==> config.mk <==
export PLATFORM = sky130hd
export DESIGN_NAME = debug_reg_dumper
export DESIGN_NICKNAME = d
export VERILOG_FILES = /design/src/rtl/debug_reg_dumper.sv
export SDC_FILE = /design/constraint.sdc
export NUM_CORES = 1
export LEC_CHECK = 0
export CAP_MARGIN = 20
export CORE_UTILIZATION = 40
export DETAILED_ROUTE_END_ITERATION = 8
export PLACE_DENSITY = 0.68
export SETUP_SLACK_MARGIN = 0.1
export SKIP_CTS_REPAIR_TIMING = 1
export SLEW_MARGIN = 20
export SYNTH_ARGS = -nofsm -noshare
export SYNTH_HDL_FRONTEND = slang
export SYNTH_SLANG_ARGS = --single-unit
export TNS_END_PERCENT = 1
==> constraint.sdc <==
create_clock -name i_clk -period 5.67 [get_ports i_clk]
set_input_delay 1.701 -clock i_clk [delete_from_list [all_inputs] [get_ports i_clk]]
set_output_delay 1.701 -clock i_clk [all_outputs]
set_load 0.05 [all_outputs]
==> src/rtl/debug_reg_dumper.sv <==
// Debug register dumper: walks every register-file entry through the debug
// read port and streams each word MSB byte first over a byte-wide valid/ready
// link, followed by one XOR checksum byte over all data bytes.
module debug_reg_dumper #(
  parameter int unsigned NB_DATA = 32,
  parameter int unsigned NB_REG  = 5,
  parameter int unsigned N_REGS  = 32,
  parameter int unsigned NB_BYTE = 8
) (
  input  logic               i_clk,
  input  logic               i_reset,
  input  logic               i_start,
  output logic               o_busy,
  output logic               o_done,
  output logic [NB_REG-1:0]  o_address_read_debug,
  input  logic [NB_DATA-1:0] i_data_read_debug,
  output logic [NB_BYTE-1:0] o_tx_data,
  output logic               o_tx_valid,
  input  logic               i_tx_ready
);

  localparam int unsigned NBytes = NB_DATA / NB_BYTE;
  localparam int unsigned NbCnt  = (NBytes > 1) ? $clog2(NBytes) : 1;

  typedef enum logic [2:0] {
    StIdle,
    StAddr,
    StLatch,
    StSend,
    StNext,
    StCsum,
    StDone
  } state_e;

  state_e             r_state, w_state_next;
  logic [NB_REG-1:0]  r_idx, w_idx_next;
  logic [NbCnt-1:0]   r_byte_cnt, w_byte_cnt_next;
  logic [NB_DATA-1:0] r_shift, w_shift_next;
  logic [NB_BYTE-1:0] r_csum, w_csum_next;

  // The address is the registered index, so it is stable for the whole word.
  assign o_address_read_debug = r_idx;

  // State and datapath registers; reset aborts any dump in progress.
  always_ff @(posedge i_clk or negedge i_reset) begin
    if (!i_reset) begin
      r_state    <= StIdle;
      r_idx      <= '0;
      r_byte_cnt <= '0;
      r_shift    <= '0;
      r_csum     <= '0;
    end else begin
      r_state    <= w_state_next;
      r_idx      <= w_idx_next;
      r_byte_cnt <= w_byte_cnt_next;
      r_shift    <= w_shift_next;
      r_csum     <= w_csum_next;
    end
  end

  // Next-state and outputs; o_tx_valid depends on state only, never on ready.
  always_comb begin
    w_state_next    = r_state;
    w_idx_next      = r_idx;
    w_byte_cnt_next = r_byte_cnt;
    w_shift_next    = r_shift;
    w_csum_next     = r_csum;
    o_busy          = 1'b1;
    o_done          = 1'b0;
    o_tx_valid      = 1'b0;
    o_tx_data       = '0;

    unique case (r_state)
      StIdle: begin
        o_busy = 1'b0;
        if (i_start) begin
          w_idx_next   = '0;
          w_csum_next  = '0;
          w_state_next = StAddr;
        end
      end
      StAddr: begin
        w_state_next = StLatch;
      end
      StLatch: begin
        // Read data for the address presented in StAddr is valid now.
        w_shift_next    = i_data_read_debug;
        w_byte_cnt_next = '0;
        w_state_next    = StSend;
      end
      StSend: begin
        o_tx_valid = 1'b1;
        o_tx_data  = r_shift[NB_DATA-1 -: NB_BYTE];
        if (i_tx_ready) begin
          w_shift_next    = r_shift << NB_BYTE;
          w_csum_next     = r_csum ^ r_shift[NB_DATA-1 -: NB_BYTE];
          w_byte_cnt_next = r_byte_cnt + NbCnt'(1);
          if (r_byte_cnt == NbCnt'(NBytes - 1)) begin
            w_state_next = StNext;
          end
        end
      end
      StNext: begin
        if (r_idx == NB_REG'(N_REGS - 1)) begin
          w_state_next = StCsum;
        end else begin
          w_idx_next   = r_idx + NB_REG'(1);
          w_state_next = StAddr;
        end
      end
      StCsum: begin
        o_tx_valid = 1'b1;
        o_tx_data  = r_csum;
        if (i_tx_ready) begin
          w_state_next = StDone;
        end
      end
      StDone: begin
        o_done       = 1'b1;
        w_state_next = StIdle;
      end
      default: begin
        w_state_next = StIdle;
      end
    endcase
  end

endmodule

==> results.md <==
- Outcome: finished, final reports clean
- Post-Syn Nets: roughly 300
- Critical path launch point: r_state[2]
- Reg2reg end: r_shift[15]
- Setup TNS: 0 ns
- Final instance area: between 3000 and 4000 um2
- Clock group share of total power: between 10% and 20%
- Peak VDD IR: about 0.31 mV
- Final Cycle Share: slightly above 80%
- Drt total wl: 5990 um
- CTS H-tree lvls: 2
- Crit path max-delay family: simple AND/OR/NAND/NOR gates
- Vias: ~2200
- Switch share: a little over two fifths
- I/O Buffers: 51
- FILL cells: roughly 570
- Number of synthesized flops with an enable pin: 0
- Switching power: 0.749 mW
- Met2 Wirelength: between 2000 and 3000 um
- Hold path depth: 1
- Gate Count Post-Synth: around 260
- Cell internal pwr: 0.967 mW
- Max-Slew Margin vs Limit: between 30% and 40%
- I/O pin count: 52
- Die ar.: 6660 um2
- Worst hold slack: ~0.51 ns
- Wire per inst: between 15 and 20 um
- R2R setup slack: ~3.5 ns
- Area growth syn-to-layout: 25.2%
- Worst-case reg-to-reg path depth: 3
- Yosys warns: 0
- Fraction of layout cells with a size suffix above 1: around 6.3%
- Power Density: approximately 540 nW/um2
- Slew @ Worst Pin: around 1 ns
- Min-Delay Path Class: register to register
- Area after DPL: just over 3000 um2
- DR vias/cell: ~6.0
- Final ANT Viol Nets: 0
- CP arrival: roughly 2.9 ns
- FF/Latch Area: about 1300 um2
- Clk_lat worst skew: 0.32 ns
- Sequential share of the synthesized area: about half
- Area taken by multi-input logic gates: about 1100 um2
- Worst path depth: 4
- Startpoint Class: register
- Top Metal Used: met4
- R2r startpoint: r_state[1]
- Root Buffer: clkbuf_8
- Max frequency: ~220 MHz
- Core area: approximately 6000 um2
- Count of final setup violators: 0
- Slowest stage cell, crit path: clkdlybuf4s50_1
- FP Rows: 28
- Drt pass-1 iters: 4
- Hold Violations, Final: 0
- Final Max Tran Viols: 0
- Min cycle time layout: ~4.6 ns
- Chip width: approximately 80 um
- Max-cap violations: 0
- Most used DFF post-synth: dfrtp_1
- Total CTS buffers: 5
- Number of global-route vias before repair: between 2000 and 2500
- Leakage: ~1.3 nW
- Fraction of post-synthesis cell area in the top cell type by area: about half
- Met1 WL: about 2800 um
- CP Capture Type: output port
- Distinct cells, synth: 37
- Leading area contributor after synthesis: dfrtp_1
- Worst setup path endpoint: o_tx_data[6]
- Kind of critical path: register to output port
- FF+latch count, synth: 50
- Grt ovf: 0
- CTS tree: done
- Initial Util: a little over two fifths
- CP max FO: 25
- Gr usage total: 20.2%
- Ys async rst share: 100%
- Die H: between 80 and 90 um
- Layout Nets: about 340
- Ant diodes: 0
- Antenna violations before repair: 0
- Slowest stage delay, CP: between 0.8 and 0.9 ns
- Drt drc: 0
- Num Clock Sinks: 50
- Avg Inst Size Synth: just under 10 um2
- DR iter-0 viols: between 150 and 200
- Dpl cells: 368
- Flop pwr share: between 30% and 40%
- Comb pwr share: a little under half
- Worst path bufs/invs: 1
- Global-route wire length before repair: just over 10000 um
- Placer Congestion: roughly 0.79
- HPWL Detailed: slightly below 4000 um
- Clock transition at path regs: roughly 0.1 ns
- Clock buffer depth: 2
- Area contributors post-synth: dfrtp_1, o22ai_1, a21oi_1
- Pin count of the biggest net entering global routing: 48
- DR WL met3: between 300 and 400 um
- Worst path cell trace: nor2b_1, a22oi_1, nor2_1, clkdlybuf4s50_1
- Synthesized cell area: around 2500 um2
- Finished Layout Cells: between 300 and 400
- WP data required: roughly 4.0 ns
- Worst Clk Skew: 0.0135 ns
- RSZ-0062 raised after global routing: no
-- cells in the mapped netlist (all sizes together) (3+ instances only) --
cell    number
nand4        8
a22o        15
inv          8
nor2        11
nand3        9
nor2b        4
clkbuf      11
ha           3
nand2b       4
buf         14
a21oi       34
o21ai       12
nand2        3
a22oi        8
dfrtp       50
o22ai       48
-- stage by stage --
step	power (mW)	worst slack, ns	util (%)
after floorplan	1.23	2.31	-
after global placement	1.43	1.50	50.4
after detailed placement	1.45	1.44	50.7
after CTS	1.72	1.08	52.7
after global routing	1.85	0.850	52.7
final	1.72	1.09	52.7
-- sequential cells by signal (all words and copies together) (netlist names) --
name	flops
r_shift	32
r_csum	8
r_byte_cnt	2
o_address_read_debug	5
r_state	3
-- power by group through the flow --
stage               clock [mW]  sequential, mW  combinational (mW)
floorplan                    0           0.623               0.606
detailed placement           0           0.655               0.799
CTS                      0.270           0.647               0.802
finish                   0.266           0.649               0.801
global route             0.288           0.674               0.883
global placement             0           0.651               0.781
-- cells by family (layout without fill, tap and decap cells) --
group | count (synthesis) | after routing | share of synthesized area [%]
compound gates | 121 | 121 | 29.9
fa+ha+maj | 3 | 3 | 1.48
buf+inv | 34 | 72 | 6.17
flops | 50 | 50 | 49.3
mux | 3 | 3 | 1.23
simple gates | 52 | 52 | 11.9
-- layout by cell type (no fill, tap or decap), drive strengths merged, types with 2 or more instances in the layout --
| master | instances |
|---|---|
| mux2i | 2 |
| buf | 5 |
| dfrtp | 50 |
| nor2 | 11 |
| nand2b | 4 |
| ha | 3 |
| a22o | 15 |
| o21ai | 12 |
| nor2b | 4 |
| nand4 | 8 |
| or3b | 2 |
| a22oi | 8 |
| or2 | 2 |
| and3 | 2 |
| nand2 | 3 |
| a21oi | 34 |
| nand3 | 9 |
| o22ai | 48 |
| clkbuf | 5 |
| inv | 10 |
| clkdlybuf4s50 | 50 |
-- worst min path at each step --
stage                     from         end
finish              r_shift[7]  r_shift[7]
global route        r_shift[7]  r_shift[7]
CTS                 r_shift[3]  r_shift[3]
detailed placement  r_shift[1]  r_shift[1]
global placement    r_shift[7]  r_shift[7]
floorplan           r_shift[0]  r_shift[0]
-- layer usage --
metal	GRT usage, %	up-vias
li1	-	1087
met3	3.89	6
met1	30.9	1074
met5	0	-
met2	28.7	76
met4	6.14	0
-- cell type report --
cell class	count	area share [%]
clock buffer	5	2.17
clock inverter	3	1.50
inverter	9	1.06
multi-input combinational	179	35.6
sequential	50	39.4
tap	75	2.96
timing repair buffer	55	17.3
Power figures use the tool's default switching activity.
